<file path="src/rtl/imem_loader_if.sv">
// imem_loader_if: byte-stream handshake from the host link plus the
// word-aligned instruction-memory write port driven by the loader.
// master = host/memory side, slave = loader.
interface imem_loader_if;
  logic        in_valid;
  logic [7:0]  in_data;
  logic        in_ready;
  logic        mem_we;
  logic [31:0] mem_addr;
  logic [31:0] mem_wd;

  modport master (
    output in_valid, in_data,
    input  in_ready, mem_we, mem_addr, mem_wd
  );

  modport slave (
    input  in_valid, in_data,
    output in_ready, mem_we, mem_addr, mem_wd
  );
endinterface

</file>
<file path="src/rtl/imem_loader.sv">
// imem_loader: boot-time instruction memory loader.
// Receives LEN_LO, LEN_HI (word count N), then 4*N little-endian payload
// bytes, writes each assembled word to instruction memory and holds the
// core in reset until a complete, in-range image has been written.
// Optional feature macro: IMEM_LOADER_CHECKSUM_EN adds a trailing XOR
// checksum byte covering the length and payload bytes.
module imem_loader #(
  parameter int unsigned DEPTH = 64
) (
  input  logic         clk,
  input  logic         reset,
  input  logic         start,
  imem_loader_if.slave bus,
  output logic         cpu_reset,
  output logic         busy,
  output logic         done,
  output logic         err
);

  typedef enum logic [2:0] {
    S_IDLE,
    S_LEN0,
    S_LEN1,
    S_DATA,
`ifdef IMEM_LOADER_CHECKSUM_EN
    S_CSUM,
`endif
    S_DONE,
    S_ERR
  } state_t;

  localparam logic [15:0] LP_DEPTH = 16'(DEPTH);

  state_t      r_state;
  logic [15:0] r_len;
  logic [15:0] r_idx;
  logic [1:0]  r_lane;
  logic [23:0] r_asm;
`ifdef IMEM_LOADER_CHECKSUM_EN
  logic [7:0]  r_xor;
`endif

  logic        w_ready;
  logic        w_accept;
  logic [15:0] w_len;
  logic        w_last_word;

  // in_ready is a pure decode of the state register
  always_comb begin
    w_ready = 1'b0;
    case (r_state)
      S_LEN0, S_LEN1, S_DATA: w_ready = 1'b1;
`ifdef IMEM_LOADER_CHECKSUM_EN
      S_CSUM:                 w_ready = 1'b1;
`endif
      default:                w_ready = 1'b0;
    endcase
  end

  assign bus.in_ready = w_ready;
  assign w_accept     = bus.in_valid && w_ready;
  assign w_len        = {bus.in_data, r_len[7:0]};
  assign w_last_word  = (r_idx == (r_len - 16'd1));

  // Session FSM with registered status and write-port outputs
  always_ff @(posedge clk) begin
    if (reset) begin
      r_state      <= S_IDLE;
      r_len        <= '0;
      r_idx        <= '0;
      r_lane       <= '0;
      r_asm        <= '0;
`ifdef IMEM_LOADER_CHECKSUM_EN
      r_xor        <= '0;
`endif
      bus.mem_we   <= 1'b0;
      bus.mem_addr <= '0;
      bus.mem_wd   <= '0;
      cpu_reset    <= 1'b1;
      busy         <= 1'b0;
      done         <= 1'b0;
      err          <= 1'b0;
    end else begin
      bus.mem_we <= 1'b0;
      case (r_state)
        S_IDLE, S_DONE, S_ERR: begin
          if (start) begin
            r_state   <= S_LEN0;
            r_idx     <= '0;
            r_lane    <= '0;
`ifdef IMEM_LOADER_CHECKSUM_EN
            r_xor     <= '0;
`endif
            done      <= 1'b0;
            err       <= 1'b0;
            cpu_reset <= 1'b1;
            busy      <= 1'b1;
          end
        end

        S_LEN0: begin
          if (w_accept) begin
            r_len[7:0] <= bus.in_data;
`ifdef IMEM_LOADER_CHECKSUM_EN
            r_xor      <= r_xor ^ bus.in_data;
`endif
            r_state    <= S_LEN1;
          end
        end

        S_LEN1: begin
          if (w_accept) begin
            r_len[15:8] <= bus.in_data;
`ifdef IMEM_LOADER_CHECKSUM_EN
            r_xor       <= r_xor ^ bus.in_data;
`endif
            if (w_len > LP_DEPTH) begin
              r_state <= S_ERR;
              err     <= 1'b1;
              busy    <= 1'b0;
            end else if (w_len == '0) begin
`ifdef IMEM_LOADER_CHECKSUM_EN
              r_state   <= S_CSUM;
`else
              r_state   <= S_DONE;
              done      <= 1'b1;
              cpu_reset <= 1'b0;
              busy      <= 1'b0;
`endif
            end else begin
              r_state <= S_DATA;
            end
          end
        end

        S_DATA: begin
          if (w_accept) begin
`ifdef IMEM_LOADER_CHECKSUM_EN
            r_xor  <= r_xor ^ bus.in_data;
`endif
            r_lane <= r_lane + 2'd1;
            case (r_lane)
              2'd0: r_asm[7:0]   <= bus.in_data;
              2'd1: r_asm[15:8]  <= bus.in_data;
              2'd2: r_asm[23:16] <= bus.in_data;
              default: begin
                // lane-3 byte goes straight into the write word
                bus.mem_we   <= 1'b1;
                bus.mem_wd   <= {bus.in_data, r_asm};
                bus.mem_addr <= {14'd0, r_idx, 2'b00};
                r_idx        <= r_idx + 16'd1;
                if (w_last_word) begin
`ifdef IMEM_LOADER_CHECKSUM_EN
                  r_state   <= S_CSUM;
`else
                  r_state   <= S_DONE;
                  done      <= 1'b1;
                  cpu_reset <= 1'b0;
                  busy      <= 1'b0;
`endif
                end
              end
            endcase
          end
        end

`ifdef IMEM_LOADER_CHECKSUM_EN
        S_CSUM: begin
          if (w_accept) begin
            busy <= 1'b0;
            if (bus.in_data == r_xor) begin
              r_state   <= S_DONE;
              done      <= 1'b1;
              cpu_reset <= 1'b0;
            end else begin
              r_state <= S_ERR;
              err     <= 1'b1;
            end
          end
        end
`endif

        default: r_state <= S_IDLE;
      endcase
    end
  end

endmodule

</file>
<file path="src/flat_wrapper.sv">
// flat-port wrapper written by rule: the top's interface ports become plain ports
module imem_loader_flat 
#(
  parameter int unsigned DEPTH = 64
)
  (clk, reset, start, cpu_reset, busy, done, err, bus_in_valid, bus_in_data, bus_in_ready, bus_mem_we, bus_mem_addr, bus_mem_wd);
  imem_loader_if bus_i ();
  input  logic clk;
  input  logic reset;
  input  logic start;
  output logic cpu_reset;
  output logic busy;
  output logic done;
  output logic err;
  input wire logic [$bits(bus_i.in_valid)-1:0] bus_in_valid;
  input wire logic [$bits(bus_i.in_data)-1:0] bus_in_data;
  output wire logic [$bits(bus_i.in_ready)-1:0] bus_in_ready;
  output wire logic [$bits(bus_i.mem_we)-1:0] bus_mem_we;
  output wire logic [$bits(bus_i.mem_addr)-1:0] bus_mem_addr;
  output wire logic [$bits(bus_i.mem_wd)-1:0] bus_mem_wd;
  assign bus_i.in_valid = bus_in_valid;
  assign bus_i.in_data = bus_in_data;
  assign bus_in_ready = bus_i.in_ready;
  assign bus_mem_we = bus_i.mem_we;
  assign bus_mem_addr = bus_i.mem_addr;
  assign bus_mem_wd = bus_i.mem_wd;
  imem_loader #(.DEPTH(DEPTH)) u_core (.clk(clk), .reset(reset), .start(start), .bus(bus_i), .cpu_reset(cpu_reset), .busy(busy), .done(done), .err(err));
endmodule
</file>
<file path="config.mk">
export PLATFORM = sky130hd
export DESIGN_NAME = imem_loader_flat
export DESIGN_NICKNAME = d
export VERILOG_FILES = /design/src/rtl/imem_loader_if.sv /design/src/rtl/imem_loader.sv /design/src/flat_wrapper.sv
export SDC_FILE = /design/constraint.sdc
export NUM_CORES = 1
export LEC_CHECK = 0
export CELL_PAD_IN_SITES_DETAIL_PLACEMENT = 0
export CELL_PAD_IN_SITES_GLOBAL_PLACEMENT = 1
export CORE_AREA = 2 2 135 111
export CTS_BUF_LIST = sky130_fd_sc_hd__clkbuf_2 sky130_fd_sc_hd__clkbuf_4 sky130_fd_sc_hd__clkbuf_8
export CTS_CLUSTER_DIAMETER = 200
export DETAILED_ROUTE_END_ITERATION = 16
export DIE_AREA = 0 0 137 113
export GPL_TIMING_DRIVEN = 1
export MAX_ROUTING_LAYER = met4
export PLACE_DENSITY_LB_ADDON = 0.3
export SYNTH_ARGS = -nofsm -noshare
export SYNTH_HDL_FRONTEND = slang
export SYNTH_SLANG_ARGS = --single-unit
export TNS_END_PERCENT = 1
</file>
<file path="constraint.sdc">
create_clock -name clk -period 2.6 [get_ports clk]
set_clock_uncertainty 0.2 [all_clocks]
set_input_delay 0.52 -clock clk [delete_from_list [all_inputs] [get_ports clk]]
set_output_delay 0.52 -clock clk [all_outputs]
set_load 0.01 [all_outputs]
</file>
# Yosys cells after proc, flatten, opt, wreduce, memory -nomap -nowiden
# Cells that the tools add are included.
# W data, S select, Z words.
[word_totals]
ff_bits = 114
input_bits = 12
output_inout_bits = 70
[op_classes]
n_mux = 40
add_sub_neg = 3
n_reduce_logical = 23
n_bitwise = 3
order_cmp = 1
eq_ne = 18
[op_table]
columns = ["cell", "count"]
rows = [
  ["$mux W16", 3],
  ["$pmux W16 S2", 1],
  ["$mux W3", 8],
  ["$mux W1", 20],
  ["$add A16 B1 Y16 const B", 1],
  ["$eq A16 B16 Y1", 1],
  ["$gt A16 B7 Y1 const B", 1],
  ["$logic_not A16 Y1", 1],
  ["$sub A16 B1 Y16 const B", 1],
  ["$reduce_and A3 Y1", 5],
  ["$ne A2 B1 Y1 const B", 6],
  ["$pmux W3 S4", 1],
  ["$reduce_or A3 Y1", 4],
  ["$pmux W1 S3", 3],
  ["$reduce_and A4 Y1", 2],
  ["$reduce_and A8 Y1", 1],
  ["$reduce_and A7 Y1", 1],
  ["$eq A3 B2 Y1 const B", 2],
  ["$eq A3 B3 Y1 const B", 2],
  ["$ne A2 B2 Y1 const B", 3],
  ["$reduce_and A6 Y1", 1],
  ["$mux W2", 2],
  ["$pmux W2 S2", 1],
  ["$reduce_and A2 Y1", 2],
  ["12 further kinds", 15],
]

# Depth between registers and ports, before layout
# Gate-level depths: netlist of the first run.
[depth]
depth_word = 6
depth_mapped = 9

# Least setup slack after synthesis of the first run
# No wires, ideal clock.
[synth_path]
path_type = "register -> register"
startpoint = "register u_core.r_len[0]"
endpoint = "register u_core.r_state[0]"
path_buffers = 1
arrival_ps = 2195
path_slack_ps = 85
setup_time_ps = 120
stages_incl_launch_ff = 10
path_cell_list = "dfxtp_1 -> inv_1 -> ha_1 -> buf_4 -> nor3b_1 -> nand4_1 -> xnor2_1 -> o2111ai_1 -> a2111o_1 -> o31a_1"
[synth_between]
elab_chain_cells = 5
word_cells_on_any_way = 10
[synth_rtl]
columns = ["element", "line_no", "text"]
rows = [
  ["start: declaration", "imem_loader.sv:35", "logic [15:0] r_len;"],
  ["start signal: assignment", "imem_loader.sv:103", "r_len[7:0] <= bus.in_data;"],
  ["parallel branches: the longest is 5 deep, another holds $sub A16 B1 Y16", "--", ""],
  ["end signal: assignment", "imem_loader.sv:88", "r_state <= S_LEN0;"],
  ["end signal: assignment", "imem_loader.sv:118", "r_state <= S_ERR;"],
  ["end signal: assignment", "imem_loader.sv:125", "r_state <= S_DONE;"],
  ["end: declaration", "imem_loader.sv:34", "state_t r_state;"],
]
# Parallel ways; which one is timed is not known. The select of a mux whose other input is x is not followed.
# A chain may end at the register's enable or synchronous reset.

# Worst setup path after layout of the first run
[layout_path]
startpoint = "register u_core.r_state[1]"
endpoint = "output port bus_in_ready"
[layout_between]
elab_chain_cells = 3
word_cells_on_any_way = 5
[layout_rtl]
columns = ["element", "line_no", "text"]
rows = [
  ["start signal: assignment", "imem_loader.sv:68", "r_state <= S_IDLE;"],
  ["start signal: assignment", "imem_loader.sv:88", ""],
  ["start signal: assignment", "imem_loader.sv:107", "r_state <= S_LEN1;"],
  ["$eq A3 B1 Y1 / $eq A3 B2 Y1 (equally long branches)", "imem_loader.sv:51", "case (r_state)"],
  ["$reduce_or A3 Y1 *", "imem_loader.sv:51", ""],
  ["$mux W1 *", "imem_loader.sv:51", ""],
  ["end: declaration", "flat_wrapper.sv:17", "output wire logic [$bits(bus_i.in_ready)-1:0] bus_in_ready;"],
]
# Mark *: on every way between the ends. The rest lies on a longest branch, timed or not.

==> results of run 1 <==
-- through the flow --
stage | hold WS [ns] | worst slack (ns) | std cells | utilization | power [uW]
global placement | 0.2418 | -0.2053 | 901 | 0.4343 | 3078
detailed placement | 0.2455 | -0.2669 | 901 | 0.4343 | 3086
global route | 0.2568 | 0.02168 | 934 | 0.4631 | 4964
CTS | 0.2280 | 0.04159 | 934 | 0.4624 | 4736
floorplan | 0.2321 | 0.08534 | 671 | - | 2718
finish | 0.2529 | 0.09777 | 934 | 0.4631 | 4699
-- worst max-delay path by stage --
stage                                  from           endpoint  slack [ns]  depth (start not counted)
after detailed placement     bus_in_data[3]   u_core.cpu_reset       -0.27                          8
after global routing        u_core.r_len[1]  u_core.r_state[0]        0.02                          8
after global placement       bus_in_data[7]   u_core.cpu_reset       -0.21                          8
final                     u_core.r_state[1]       bus_in_ready         0.1                          3
after floorplan             u_core.r_len[0]  u_core.r_state[0]        0.09                          9
after CTS                 u_core.r_state[1]       bus_in_ready        0.04                          3
-- report_power, final --
group / internal [uW] / switching (uW) / total, uW
clock network: 855 / 760 / 1610
logic: 523 / 638 / 1160
registers: 1830 / 93.1 / 1920
total: 3210 / 1490 / 4700
-- logic make-up (layout without fill, tap and decap cells) --
group,after synthesis,count (layout),synth area share
AOI/OAI and AO/OA,139,139,0.1598
adders and majority gates,7,7,0.01705
and+or+nand+nor,283,283,0.2411
buffers and inverters,73,152,0.06916
DFF,114,114,0.4442
other,1,16,0.0007299
xor gates and xnor gates,33,33,0.05626
muxes,6,6,0.01169
-- layout make-up --
cell class	count	area [um^2]	share of cell area
timing repair buffer	107	985.9	0.1515
tap	184	230.2	0.03538
inverter	13	48.80	0.007499
clock buffer	18	241.5	0.03711
sequential	114	2287	0.3515
multi-input combinational	484	2575	0.3957
clock inverter	14	138.9	0.02134
-- synthesized netlist by cell type (8+ instances only) --
library cell / count
xnor2_1: 25
xor2_1: 8
nor3_1: 8
nor2_1: 51
buf_4: 17
clkbuf_1: 37
a21oi_1: 96
inv_1: 13
dfxtp_1: 114
nand2_1: 157
nand3_1: 33
-- layer usage --
layer,global-route usage,share of wire,vias up
li1,-,-,2364
met1,0.2746,0.51,2148
met2,0.2670,0.44,110
met3,0.05152,0.050,9
met4,0.05567,0.0069,0
met5,-,0,-
-- worst max-delay path: cells and delay by family (launching register included) --
family / cells / cell delay (ns)
buffers and inverters: 2 / 0.71
DFF: 1 / 0.41
AOI/OAI and AO/OA: 1 / 0.23
-- sequential cells by signal (all words and copies together), names as in the netlist --
register,cells
u_core.done,1
u_core.r_len,16
u_core.bus.mem_wd,32
u_core.r_state,3
u_core.bus.mem_addr,16
u_core.busy,1
u_core.err,1
u_core.cpu_reset,1
u_core.r_lane,2
u_core.r_idx,16
u_core.bus.mem_we,1
u_core.r_asm,24
-- what timing repair did --
item,CTS,global route
gates resized for setup,3,2
pin swaps,1,1
endpoints found under the setup margin,3,3
setup buffers,1,0
==> results.json, run 1 <==
{
  "slowest_delay_ns": 0.57,
  "reg2reg_from": "u_core.r_len[10]",
  "nets": 756,
  "outcome": "finished, final reports clean",
  "tritoncts": "done",
  "drc": 0,
  "io_buffers": 65,
  "setup_tns_ns": 0,
  "fp.dieW_um": 137,
  "fmax_mhz": 399.6,
  "nFillCells": 1395,
  "layout_commonest_cell": "nand2_1",
  "antenna_found_initial": 0,
  "slowest_stage": "clkdlybuf4s50_1",
  "p_leak_uw": 0.002232,
  "area_delta_synth_final_pct": 26.67,
  "synth-seq-cells": 114,
  "synth_top_area_share": 0.4442,
  "root_buffer": "clkbuf_8",
  "finalCritPeriodShare": 0.9624,
  "vias": 4631,
  "final_antenna_net_count": 0,
  "crit_chain": "inv_1 > a21oi_1 > clkdlybuf4s50_1",
  "min_path_type": "register to register",
  "maxCapViolCount": 0,
  "avgSynthCellArea_um2": 7.831,
  "dr.first_iter.drc_count": 299,
  "crit_required_ns": 1.88,
  "wirelength_um": 13660,
  "yosysUniqueCellTypes": 54,
  "dpl-instance-area_um2": 6103,
  "max_slew_margin": 0.6047,
  "grt_max_degree": 87,
  "synth_edf_count": 0,
  "die_y_um": 113,
  "drive_gt1_frac": 0.1160,
  "clk_latency_ns": 0.44,
  "grt_overflow": 0,
  "ys.flop_type": "dfxtp_1",
  "initial_core_util": 0.3656,
  "place_congestion": 0.8607,
  "worstReg2RegEnd": "u_core.r_state[0]",
  "worst_slew_pin_slew_ns": 0.5911,
  "post_drt_wl_per_cell_um": 14.62,
  "worst-r2r-cell-count": 6,
  "grt_pass1_vias": 4337,
  "hold_depth": 2,
  "yosysTopAreaCell": "dfxtp_1",
  "htreeDepth": 4,
  "vias_per_cell": 4.958,
  "cp-end-kind": "output pin",
  "hold-path-endpoint": "u_core.bus.mem_wd[29]",
  "cts.sinks": 114,
  "design_area_um2": 6507,
  "layout.cells.most_common_list": "nand2_1 (157), dfxtp_1 (112), a21oi_1 (96)",
  "synthCells": 656,
  "ir_worst_vdd_uv": 382.2,
  "clockBufferDepth": 2,
  "finalHoldViolations": 0,
  "path_max_fanout": 11,
  "grt_use_total": 0.1932,
  "rsz0062_at_grt": "false",
  "rows": 39,
  "dp.final_hpwl_um": 9565,
  "reg2reg_slack_ns": 0.16,
  "cts_buffers": 17,
  "synthArstFlopShare": 0,
  "min_period_ns": 2.502,
  "worstSetupPathType": "register to output pin",
  "ctsHoldBuffers": 0,
  "synth_area_um2": 5137,
  "fp.coreArea_um2": 14050,
  "design.die.area_um2": 15480,
  "path_clk_slew_ns": 0.07,
  "yosysSeqAreaShare": 0.4442,
  "synthTopCellsByArea": "dfxtp_1 (44%), nand2_1 (11%), a21oi_1 (9.4%), xnor2_1 (4.3%), nor2_1 (3.7%)",
  "cp.arrival_ns": 1.78,
  "setup_violations": 0,
  "min-delay-start": "u_core.bus.mem_wd[29]",
  "synth_warnings": 0,
  "top_level_ports": 82,
  "grt_pass1_wl_um": 22590,
  "dr.pass1.iters": 7,
  "final_max_slew_viol_count": 0,
  "start_kind": "register",
  "p_per_area_nw_per_um2": 722.0,
  "antenna_cells": 0
}
Power figures use the tool's default switching activity.
==> run 2, diff against run 1 <==
Settings changed: CORE_AREA 2 2 135 111 to 2 2 139 114, DIE_AREA 0 0 137 113 to 0 0 141 116.
==> results.json, run 2 (synthesized netlist as in run 1, its figures left out) <==
{
  "outcome": "finished, final reports clean",
  "die_y_um": 116,
  "worstReg2RegEnd": "u_core.r_state[0]",
  "post_drt_wl_per_cell_um": 14.54,
  "htreeDepth": 4,
  "cts.sinks": 114,
  "grt_pass1_wl_um": 22000,
  "crit_required_ns": 2.73,
  "grt_use_total": 0.1777,
  "cp.arrival_ns": 2.63,
  "crit_chain": "nor4_4 > buf_4 > a21oi_1 > nor3b_1 > o2111ai_1 > a2111o_1 > o31a_1",
  "finalCritPeriodShare": 0.9646,
  "cp-end-kind": "register",
  "max_flop_register": "u_core.bus.mem_wd",
  "dp.final_hpwl_um": 9757,
  "area_delta_synth_final_pct": 27.01,
  "rsz0062_at_grt": "true",
  "cp_num_cells": 7,
  "root_buffer": "clkbuf_8",
  "grt_overflow": 0,
  "top_regs": "u_core.bus.mem_wd: 32 flops, u_core.r_asm: 24 flops",
  "path_clk_slew_ns": 0.07,
  "min_path_type": "register to register",
  "setup_violations": 0,
  "layout_commonest_cell": "nand2_1",
  "clockBufferDepth": 2,
  "vias_per_cell": 4.969,
  "p_per_area_nw_per_um2": 714.0,
  "worstSetupPathType": "register to register",
  "fp.coreArea_um2": 14860,
  "ctsHoldBuffers": 0,
  "worst_slew_pin_slew_ns": 0.5235,
  "min_period_ns": 2.508,
  "fmax_mhz": 398.7,
  "tritoncts": "done",
  "reg2reg_from": "u_core.r_len[3]",
  "start_kind": "register",
  "ir_worst_vdd_uv": 401.7,
  "top_level_ports": 82,
  "max_slew_margin": 0.6499,
  "reg2reg_slack_ns": 0.09,
  "finalNonFillerCells": 942,
  "largest_reg_flops": 32,
  "path_max_fanout": 13,
  "place_congestion": 0.8966,
  "p_leak_uw": 0.002247,
  "layout.cells.most_common_list": "nand2_1 (157), dfxtp_1 (112), a21oi_1 (96)",
  "grt_pass1_vias": 4280,
  "antenna_cells": 0,
  "cts_buffers": 17,
  "crit_family": "compound AO/OA/AOI/OAI gates",
  "nets": 759,
  "finalHoldViolations": 0,
  "clk_latency_ns": 0.44,
  "worst-r2r-cell-count": 7,
  "hold-path-endpoint": "u_core.bus.mem_wd[25]",
  "maxCapViolCount": 0,
  "slowest_delay_ns": 0.52,
  "dr.pass1.iters": 4,
  "antenna_found_initial": 0,
  "wirelength_um": 13690,
  "final_antenna_net_count": 0,
  "initial_core_util": 0.3456,
  "place_inst": 909,
  "total_power_uw": 4659,
  "drive_gt1_frac": 0.1208,
  "grt_max_degree": 84,
  "drc": 0,
  "io_buffers": 65,
  "design.die.area_um2": 16360,
  "final_max_slew_viol_count": 0,
  "rows": 40,
  "hold_depth": 2,
  "dr.first_iter.drc_count": 273,
  "slowest_stage": "a2111o_1",
  "min-delay-start": "u_core.bus.mem_wd[25]",
  "fp.dieW_um": 141,
  "crit_buf_inv": 1,
  "setup_tns_ns": 0,
  "vias": 4681
}
run 2: metal layers:
metal  vias to the layer above  global-route usage  share of wire
li1                       2359                   -              -
met1                      2170              0.2402           0.50
met2                       129              0.2563           0.43
met3                        23             0.03760          0.053
met4                         0             0.07867          0.022
met5                         -                   -              0
run 2: layout make-up:
type / instances / area [um^2]
sequential: 114 / 2287
clock inverter: 12 / 111.4
timing repair buffer: 110 / 996.0
inverter: 13 / 48.80
clock buffer: 20 / 262.8
multi-input combinational: 484 / 2582
fill: 1503 / 8339
tap: 189 / 236.5
run 2: per-stage QoR:
step | cell area [um^2] | utilization | setup slack (ns) | hold WS (ns)
after detailed placement | 6120 | 0.4117 | -0.2805 | 0.2430
final | 6525 | 0.4390 | 0.09200 | 0.2541
after global routing | 6525 | 0.4390 | -0.03642 | 0.2707
after CTS | 6505 | 0.4376 | -0.03402 | 0.2526
after global placement | 6120 | 0.4117 | -0.1884 | 0.2408
after floorplan | 5194 | - | 0.08534 | 0.2321
run 2: where the power goes:
group          switching (uW)  internal [uW]  total (uW)
logic                     650            509        1160
clock network             775            801        1580
registers                96.3           1830        1920
run 2: how the worst max path moves through the flow:
stage / from / to / slack (ns)
floorplan: u_core.r_len[0] / u_core.r_state[0] / 0.09
global placement: bus_in_data[7] / u_core.cpu_reset / -0.19
detailed placement: bus_in_data[7] / u_core.cpu_reset / -0.28
CTS: u_core.r_len[4] / u_core.r_state[0] / -0.03
global route: u_core.r_len[1] / u_core.r_state[0] / -0.04
finish: u_core.r_len[3] / u_core.r_state[0] / 0.09
run 2: repair_timing:
item	4_1_cts	5_1_grt
setup buffers	0	1
setup endpoints to repair	4	7
pin swaps	2	2
gates resized for setup	3	4
run 2: worst reg2reg max path: stages, from the launching register on:
cell and delay (ns):
dfxtp_1 0.34, nor4_4 0.28, buf_4 0.23, a21oi_1 0.09, nor3b_1 0.22, o2111ai_1 0.16
a2111o_1 0.52, o31a_1 0.35
